<file path="config.mk">
export PLATFORM = sky130hd
export DESIGN_NAME = pipe_hazard_ctrl
export DESIGN_NICKNAME = d
export VERILOG_FILES = /design/src/rtl/pipe_hazard_ctrl.sv
export SDC_FILE = /design/constraint.sdc
export NUM_CORES = 1
export LEC_CHECK = 0
export CAP_MARGIN = 10
export CELL_PAD_IN_SITES_DETAIL_PLACEMENT = 0
export CELL_PAD_IN_SITES_GLOBAL_PLACEMENT = 1
export CORE_AREA = 2 2 59 116
export DETAILED_ROUTE_END_ITERATION = 8
export DIE_AREA = 0 0 61 118
export PLACE_DENSITY_LB_ADDON = 0.1
export SLEW_MARGIN = 0
export SYNTH_ARGS = -nofsm -noshare
export SYNTH_HDL_FRONTEND = slang
export SYNTH_SLANG_ARGS = --single-unit
</file>
<file path="constraint.sdc">
create_clock -name i_clk -period 3.5 [get_ports i_clk]
set_input_delay 0.525 -clock i_clk [delete_from_list [all_inputs] [get_ports i_clk]]
set_output_delay 0.525 -clock i_clk [all_outputs]
set_load 0.01 [all_outputs]
</file>
<file path="src/rtl/pipe_hazard_ctrl.sv">
// pipe_hazard_ctrl
// Hazard and forwarding controller for a 5-stage IF/ID/EX/MEM/WB pipeline.
// Tracks the EX, MEM and WB occupants as tags and derives from them:
//   - PC / IF-ID enables
//   - IF-ID, ID-EX and EX-MEM flushes
//   - single-cycle load-use stalls
//   - EX-stage operand forwarding selects
//
// Optional feature: define HAZARD_PERF_CNT_EN to build the stall/flush
// performance counters. Without it, o_stall_cnt and o_flush_cnt are tied to 0.
//
// Parameters:
//   REG_AW   register address width (register 0 is hard-wired zero)
//   CNT_W    performance counter width
//   BR_STAGE stage resolving branches: 1 = EX, 2 = MEM
//
// Ports:
//   i_clk, i_rst_n        clock, asynchronous active-low reset
//   i_ext_stall           external freeze request (highest priority)
//   i_id_*                decoded fields of the instruction currently in ID
//   i_br_taken            taken branch resolved in BR_STAGE
//   o_pc_en, o_ifid_en    PC / IF-ID register enables
//   o_ifid_flush          IF-ID clear
//   o_idex_bubble         ID-EX loads a NOP
//   o_exmem_flush         EX-MEM loads a NOP (BR_STAGE = 2 only)
//   o_fwd_a, o_fwd_b      EX operand selects: 00 regfile, 10 EX/MEM, 01 MEM/WB
//   o_stall_cnt           load-use stall cycles
//   o_flush_cnt           taken-branch flushes
module pipe_hazard_ctrl #(
  parameter int unsigned REG_AW   = 5,
  parameter int unsigned CNT_W    = 16,
  parameter int unsigned BR_STAGE = 2
) (
  input  logic              i_clk,
  input  logic              i_rst_n,
  input  logic              i_ext_stall,
  input  logic              i_id_valid,
  input  logic [REG_AW-1:0] i_id_rs,
  input  logic [REG_AW-1:0] i_id_rt,
  input  logic              i_id_use_rs,
  input  logic              i_id_use_rt,
  input  logic [REG_AW-1:0] i_id_dest,
  input  logic              i_id_regwrite,
  input  logic              i_id_is_load,
  input  logic              i_br_taken,
  output logic              o_pc_en,
  output logic              o_ifid_en,
  output logic              o_ifid_flush,
  output logic              o_idex_bubble,
  output logic              o_exmem_flush,
  output logic [1:0]        o_fwd_a,
  output logic [1:0]        o_fwd_b,
  output logic [CNT_W-1:0]  o_stall_cnt,
  output logic [CNT_W-1:0]  o_flush_cnt
);

  // Branch resolved in MEM means the EX/MEM occupant is also wrong-path.
  localparam logic BR_IN_MEM = (BR_STAGE == 2);

  localparam logic [1:0] FWD_RF    = 2'b00;
  localparam logic [1:0] FWD_EXMEM = 2'b10;
  localparam logic [1:0] FWD_MEMWB = 2'b01;

  typedef struct packed {
    logic              valid;
    logic              regwrite;
    logic              is_load;
    logic [REG_AW-1:0] dest;
  } tag_t;

  typedef struct packed {
    tag_t              base;
    logic [REG_AW-1:0] rs;
    logic [REG_AW-1:0] rt;
    logic              use_rs;
    logic              use_rt;
  } ex_tag_t;

  // How the tag pipeline moves on the next edge.
  typedef enum logic [1:0] {
    ADV_RUN,
    ADV_STALL,
    ADV_FLUSH,
    ADV_FREEZE
  } adv_e;

  ex_tag_t ex_q, ex_n;
  tag_t    mem_q, mem_n;
  tag_t    wb_q, wb_n;
  adv_e    adv_c;
  logic    load_use_c;

  // The load flag has no consumer once an instruction reaches WB.
  logic    wb_is_load_unused;
  assign wb_is_load_unused = wb_q.is_load;

  // Nearest older producer of src, or register file when none / src is r0.
  function automatic logic [1:0] fwd_sel(
    input logic              en,
    input logic [REG_AW-1:0] src,
    input tag_t              mem,
    input tag_t              wb
  );
    logic [1:0] sel;
    sel = FWD_RF;
    if (en && (src != '0)) begin
      if (mem.valid && mem.regwrite && (mem.dest != '0) && (mem.dest == src)) begin
        sel = FWD_EXMEM;
      end else if (wb.valid && wb.regwrite && (wb.dest != '0) && (wb.dest == src)) begin
        sel = FWD_MEMWB;
      end
    end
    return sel;
  endfunction

  // Consumer in ID needs a load result that is still in EX.
  always_comb begin
    load_use_c = 1'b0;
    if (i_id_valid && ex_q.base.valid && ex_q.base.is_load &&
        ex_q.base.regwrite && (ex_q.base.dest != '0)) begin
      load_use_c = (i_id_use_rs && (i_id_rs == ex_q.base.dest)) ||
                   (i_id_use_rt && (i_id_rt == ex_q.base.dest));
    end
  end

  // Priority: external freeze, taken branch, load-use, normal advance.
  always_comb begin
    adv_c = ADV_RUN;
    if (i_ext_stall) begin
      adv_c = ADV_FREEZE;
    end else if (i_br_taken) begin
      adv_c = ADV_FLUSH;
    end else if (load_use_c) begin
      adv_c = ADV_STALL;
    end
  end

  // Enable / flush outputs and next tag contents.
  always_comb begin
    o_pc_en       = 1'b1;
    o_ifid_en     = 1'b1;
    o_ifid_flush  = 1'b0;
    o_idex_bubble = 1'b0;
    o_exmem_flush = 1'b0;
    ex_n          = ex_q;
    mem_n         = mem_q;
    wb_n          = wb_q;
    case (adv_c)
      ADV_FREEZE: begin
        o_pc_en   = 1'b0;
        o_ifid_en = 1'b0;
      end
      ADV_FLUSH: begin
        o_ifid_flush  = 1'b1;
        o_idex_bubble = 1'b1;
        o_exmem_flush = BR_IN_MEM;
        ex_n          = '0;
        mem_n         = BR_IN_MEM ? tag_t'('0) : ex_q.base;
        wb_n          = mem_q;
      end
      ADV_STALL: begin
        o_pc_en       = 1'b0;
        o_ifid_en     = 1'b0;
        o_idex_bubble = 1'b1;
        ex_n          = '0;
        mem_n         = ex_q.base;
        wb_n          = mem_q;
      end
      default: begin
        ex_n.base.valid    = i_id_valid;
        ex_n.base.regwrite = i_id_regwrite;
        ex_n.base.is_load  = i_id_is_load;
        ex_n.base.dest     = i_id_dest;
        ex_n.rs            = i_id_rs;
        ex_n.rt            = i_id_rt;
        ex_n.use_rs        = i_id_use_rs;
        ex_n.use_rt        = i_id_use_rt;
        mem_n              = ex_q.base;
        wb_n               = mem_q;
      end
    endcase
  end

  // Tag shift register.
  always_ff @(posedge i_clk or negedge i_rst_n) begin
    if (!i_rst_n) begin
      ex_q  <= '0;
      mem_q <= '0;
      wb_q  <= '0;
    end else begin
      ex_q  <= ex_n;
      mem_q <= mem_n;
      wb_q  <= wb_n;
    end
  end

  // Forwarding selects for the EX occupant.
  always_comb begin
    o_fwd_a = FWD_RF;
    o_fwd_b = FWD_RF;
    if (ex_q.base.valid) begin
      o_fwd_a = fwd_sel(ex_q.use_rs, ex_q.rs, mem_q, wb_q);
      o_fwd_b = fwd_sel(ex_q.use_rt, ex_q.rt, mem_q, wb_q);
    end
  end

`ifdef HAZARD_PERF_CNT_EN
  logic [CNT_W-1:0] stall_cnt_q;
  logic [CNT_W-1:0] flush_cnt_q;

  // Free-running wrap-around event counters.
  always_ff @(posedge i_clk or negedge i_rst_n) begin
    if (!i_rst_n) begin
      stall_cnt_q <= '0;
      flush_cnt_q <= '0;
    end else begin
      if (adv_c == ADV_STALL) begin
        stall_cnt_q <= stall_cnt_q + CNT_W'(1);
      end
      if (adv_c == ADV_FLUSH) begin
        flush_cnt_q <= flush_cnt_q + CNT_W'(1);
      end
    end
  end

  assign o_stall_cnt = stall_cnt_q;
  assign o_flush_cnt = flush_cnt_q;
`else
  assign o_stall_cnt = '0;
  assign o_flush_cnt = '0;
`endif

endmodule

</file>
==> flow_summary.yaml <==
detailed_routing:
  drtIter0Drc: 20
  wire_per_inst_um: 14.0
  drc_errors: 0
  routed_wl_mm: 4.92
  vias_per_cell: 4.36
  ant_nets: 0
  num_vias: 1531
  drtPass1Iterations: 6
power_and_ir_drop:
  p_leak_nw: 1.16
  ir_worst_vdd_mv: 0.291
  finalPower_mw: 1.17
  p_per_area_mw_per_mm2: 448
layout:
  postLayoutCellArea_mm2: 0.00260
  drive_gt1_frac: 0.0943
  antennaDiodeCount: 0
  layout.nets: 290
  fill_cells: 680
  seq_area_um2: 851
  stdcell_count: 351
  multi_input_comb_area_mm2: 0.00112
  area_delta_synth_final_pct: 21.8
floorplan:
  fp.dieH_um: 118
  rows: 41
  initial_core_util: 0.338
  num_io_pins: 65
  die_w_um: 61
  core_mm2: 0.00631
  dieArea_mm2: 0.00720
sta:
  min_period_over_period: 0.963
  drv_slew: 0
  hold_viol_final: 0
  setup_viol: 0
  clock_skew_ps: 4.43
  rsz0062_at_grt: "false"
  fmax_mhz: 297
  worstMarginPinSlew_ps: 552
  slew_headroom: 0.629
  timing.final.ws_setup_ps: 131
  fin_tns_setup_ps: 0
  fin_crit_ps: 3370
placed_design:
  dp_hpwl_mm: 3.89
  place.gp.congestion: 0.770
  place_area_mm2: 0.00245
  place_inst: 343
  place.port_buffers: 32
  place_ws_ps: 135
logic_synthesis:
  synthAdderAreaFrac: 0.0117
  synth_cell_types: 25
  synthMuxAreaShare: 0.0369
  synth_top_family_by_area: "simple AND/OR/NAND/NOR gates"
  yosysTopAreaCell: "dfrtp_1"
  netlist_top_cells_count: "buf_4 (34), dfrtp_1 (34), nand2b_1 (28), nand2_1 (27), o21ai_0 (27)"
  ys.flop_type: "dfrtp_1"
  yosys-top-cells-area: "dfrtp_1 (40%), buf_4 (12%), nand2b_1 (8.2%)"
  synth_area_per_cell_um2: 9.29
  synth_edf_count: 0
  synthesis.instances: 230
  ys_seq_elements: 34
  syn-cell-area_mm2: 0.00214
  ys_seq_area_frac: 0.398
  yosys_warnings: 0
  synth_xor_area_frac: 0.123
  async_flop_share: 1.00
  synthSimpleGateAreaFrac: 0.189
  synth-compound-area-share: 0.103
  netlist.area_leader.share: 0.398
critical_path:
  r2r-end: "wb_q[4]"
  critPathRequiredTime_ps: 2970
  critPathMaxFanout: 3
  reg2regPathDepth: 7
  reg2reg_from: "ex_q[13]"
  reg2reg_slack_ps: 970
  endpoint_kind: "output port"
  crit_arrival_ps: 2840
  crit_path_start_kind: "input port"
  critical_path_class: "in2out"
global_route:
  track_usage: 0.154
  use_met3: 0.0264
  grt_pass1_vias: 1466
  grt_max_degree: 35
  grt.busiest_layer: "met2"
  antenna_found_initial: 0
  grt_util_met1: 0.171
  met2_usage: 0.265
  grt-ovfl-total: 0
  grt_pass1_wl_mm: 7.85
worst_hold_path:
  holdPathEnd: "ex_q[17]"
  min_path_type: "reg2reg"
  hp-start: "ex_q[17]"
  hold_path_depth: 2
clock_tree:
  clock_path_buffers: 2
  clock-root-buffer: "clkbuf_16"
  cts_inserted_buffers: 5
  clock_sinks: 34
  clk_latency_ps: 280
  clkTransAtPathRegs_ps: 50
  tritoncts: "built"
  hold_buffers: 0
  cts-htree-levels: 2
flow_run:
  cap_violations: 0
run_status:
  status: "finished clean"
==> layout by cell type, fill, tap and decap left out, types with 2 or more instances in the layout <==
cell type	netlist	routed
dfrtp_1	34	34
conb_1	1	32
clkdlybuf4s50_1	0	32
nand2b_1	28	28
nand2_1	27	27
o21ai_0	27	27
xor2_1	18	18
xnor2_1	12	12
mux2_2	7	7
buf_4	34	7
nor4_1	6	6
nand3_1	5	5
or4_1	5	5
clkbuf_16	0	5
o211ai_1	3	3
nor3_1	2	2
o2111a_1	2	2
==> layer usage <==
| metal | up-vias | part of all wire | wire [um] |
|---|---|---|---|
| li1 | 776 | - | - |
| met1 | 697 | 0.36 | 1780 |
| met2 | 51 | 0.57 | 2820 |
| met3 | 7 | 0.038 | 185 |
| met4 | 0 | 0.026 | 129 |
| met5 | - | 0 | 0 |
==> worst max-delay path, stage by stage <==
cell             delay (ps)
clkdlybuf4s50_1         440
xor2_1                  180
nor4_1                  310
buf_4                   150
a31oi_1                 110
o41a_1                  380
ha_1                    260
clkdlybuf4s50_1         490
==> layout make-up <==
type / count / area share
timing repair buffer: 39 / 0.143
multi-input combinational: 183 / 0.430
clock inverter: 1 / 0.00192
inverter: 1 / 0.00144
tap: 86 / 0.0414
clock buffer: 7 / 0.0548
sequential: 34 / 0.327
==> state kept, by name (all words and copies together), names as in the netlist <==
name	cells
wb_q	7
mem_q	7
ex_q	20
==> power by group <==
group	switching, mW	leakage [nW]	internal (mW)
logic	0.113	0.635	0.116
registers	0.0591	0.448	0.435
clock network	0.161	0.0739	0.282
==> timing repair <==
item,in CTS,in global routing
setup endpoints to repair,0,1
resized for setup,0,1
setup buffers,0,0
==> logic make-up (layout without fill, tap and decap cells) <==
family,Yosys count,in the layout
xor gates and xnor gates,30,30
buffers and inverters,44,48
muxes,7,7
adders and majority gates,2,2
DFF,34,34
other,1,32
and+or+nand+nor,76,76
AOI/OAI and AO/OA,36,36
==> through the flow <==
stage | util | hold slack [ps]
2_1_floorplan | - | 229
3_3_place_gp | 0.388 | 480
3_5_place_dp | 0.388 | 486
4_1_cts | 0.411 | 497
5_1_grt | 0.412 | 519
6_report | 0.412 | 491
==> worst max-delay path by stage <==
| stage | start | to | slack, ps | cells after the start |
|---|---|---|---|---|
| floorplan | i_id_rs[1] | wb_q[1] | 980 | 9 |
| global placement | i_id_rt[1] | o_ifid_flush | 190 | 8 |
| detailed placement | i_id_rt[1] | o_ifid_flush | 140 | 8 |
| CTS | i_id_rt[1] | o_ifid_flush | 120 | 8 |
| global route | i_id_rs[3] | o_ifid_flush | 10 | 8 |
| finish | i_id_rt[1] | o_exmem_flush | 130 | 8 |
Note: power is estimated with default switching activity, not from simulation.
==> RTL edit: new RTL, config.mk and constraints unchanged <==
The option `HAZARD_PERF_CNT_EN` is turned on by a define.
--- a/src/rtl/pipe_hazard_ctrl.sv
+++ b/src/rtl/pipe_hazard_ctrl.sv
@@ -27,4 +27,6 @@
 //   o_stall_cnt           load-use stall cycles
 //   o_flush_cnt           taken-branch flushes
+`define HAZARD_PERF_CNT_EN
+
 module pipe_hazard_ctrl #(
   parameter int unsigned REG_AW   = 5,
Check against the original RTL: not equivalent (Yosys sat finds a counterexample within 4 cycles, from zero or initial values and one cycle with i_rst_n low).
==> RTL edit against the unedited design <==
- cell area is 64% higher
- clock skew is essentially flat
- wire length rose by 38%
- utilization up 27 points
- critical path type unchanged
- first-iteration DRC count grew to 5.9 times the old value
- area after synthesis is 51% higher
- sequential cell count is 32 higher
- total power increased by 94%
- setup slack improved by 26 ps
- fmax is 0.79% higher
- non-clock buffer count grew 35
- clock power up 82%
- synthesized cell count rose by 37%
==> RTL edit: results (changes against the unedited design) <==
Pwr
  • Max VDD drop: 286.7 µV (-1.5%)
  • P_leak: 1.874 nW (+62%)

Detailed routing
  • First-pass DRT Iterations: 4 (-2)
  • Vias: 2435 (+59%)
  • DRT iter0 DRCs: 117 (+480%)

Global routing
  • GR Util All Layers: 21.87% (+6.5 points)
  • First-pass GRT wire length: 11580 µm (+48%)
  • Largest net degree at the start of global routing: 51 (+46%)

Timing
  • Worst-Margin Slew: 662.8 ps (+110.9 ps)
  • Skew final: 4.330 ps (-0.1019 ps)

Status
  • Run status: finished, final reports clean

Placed design
  • Post-Place Cells: 464 (+35%)
  • Placed inst area: 3995 µm² (+63%)
  • Dpl hpwl: 5193 µm (+34%)

Worst setup path
  • Worst-path fanout max: 2 (-1)
  • RR Endpoint: o_stall_cnt[12]$_DFFE_PN0N_
  • Reg2Reg Setup Slack: 720 ps (-250 ps)
  • Worst Path Arrival: 2820 ps (-20 ps)
  • R2R Path Start: ex_q[15]$_DFFE_PN0P_

Clock tree
  • Clk Latency, worst-skew pair: 330 ps (+50 ps)
  • H-tree depth: 3 (+1)

Logic synthesis
  • Area contributors post-synth: dfrtp_1, xnor2_1, xor2_1, nand2_1, o21ai_0
  • Register area share after synthesis: 51.32% (+11 points)
  • Netlist cell types: 30 (+20%)
  • Top cells by count, synth: dfrtp_1, nand2_1, xnor2_1
  • Syn_area_per_cell: 10.18 µm² (+9.7%)
  • Syn nets: 344

Final layout
  • Share of post-route cells with drive strength above 1: 9.669% (+0.24 points)
  • Final #Nets: 417 (+44%)
  • Post-Layout Inst Area: 4274 µm² (+64%)

Hold path
  • Min-delay worst type: input port to async pin
==> RTL edit: changes by cell type after synthesis, moves of 12 or more <==
cell,unedited run,this run
buf_4,34,2
dfrtp_1,34,66
nand2_1,27,45
nor2_1,1,13
xnor2_1,12,31
==> RTL edit: power by group <==
group | internal (mW) | switching [mW] | leakage, nW
clock | 0.509 | 0.298 | 0.138
combinational | 0.263 | 0.185 | 0.863
sequential | 0.867 | 0.144 | 0.873
total | 1.64 | 0.627 | 1.87
==> RTL edit: worst max path at each step <==
stage          slack [ps]                           to       start
2_1_floorplan         850  o_stall_cnt[12]$_DFFE_PN0N_  i_id_rs[1]
4_1_cts                80                o_idex_bubble  i_id_rs[1]
3_3_place_gp           80                o_idex_bubble  i_id_rs[1]
3_5_place_dp           90                o_idex_bubble  i_id_rs[1]
6_report              160                o_idex_bubble  i_id_rs[1]
5_1_grt                60                o_idex_bubble  i_id_rs[1]
==> RTL edit: worst max-delay path, delay by kind of cell <==
kind / cells / cell delay [ps]
AOI/OAI and AO/OA: 2 / 310
xor gates and xnor gates: 1 / 160
buffers and inverters: 3 / 1080
adders and majority gates: 1 / 230
and+or+nand+nor: 2 / 510
==> RTL edit: per-stage QoR <==
step                      power (mW)  hold slack [ps]  setup slack, ps
after detailed placement       1.476            456.8            85.76
after CTS                      2.297            241.1            81.52
after global placement         1.466            458.5            80.47
final                          2.266            227.9            157.4
after floorplan                1.228            229.4            852.0
after global routing           2.393            267.1            63.43
==> RTL edit: cell type report <==
type | count | area (µm²)
multi-input cells | 232 | 1498
inverters | 6 | 22.52
flip-flops and latches | 66 | 1652
well taps | 86 | 107.6
repair buffers | 74 | 723.2
clock inverters | 3 | 15.01
clock buffers | 12 | 256.5
fillers | 525 | 2036
==> RTL edit: kinds of logic (layout without fill, tap and decap cells) <==
family / count (synthesis) / in the layout / synth area share [%]
buffers and inverters: 18 / 95 / 2.371
DFF: 66 / 66 / 51.32
and+or+nand+nor: 126 / 126 / 19.56
muxes: 8 / 8 / 2.799
AOI/OAI and AO/OA: 34 / 34 / 6.065
xor gates and xnor gates: 60 / 60 / 16.33
adders and majority gates: 4 / 4 / 1.555
==> RTL edit: repair_timing <==
item,CTS,global route
endpoints found under the hold margin,0,0
resized for setup,0,1
endpoints found under the setup margin,0,1
==> RTL edit: metal layers <==
layer	share of wire, %	track usage [%]	wire (µm)
met4	3.1	10.46	208
met2	58	38.44	3969
met5	0	0	0
met3	2.8	5.604	193
met1	36	22.68	2440
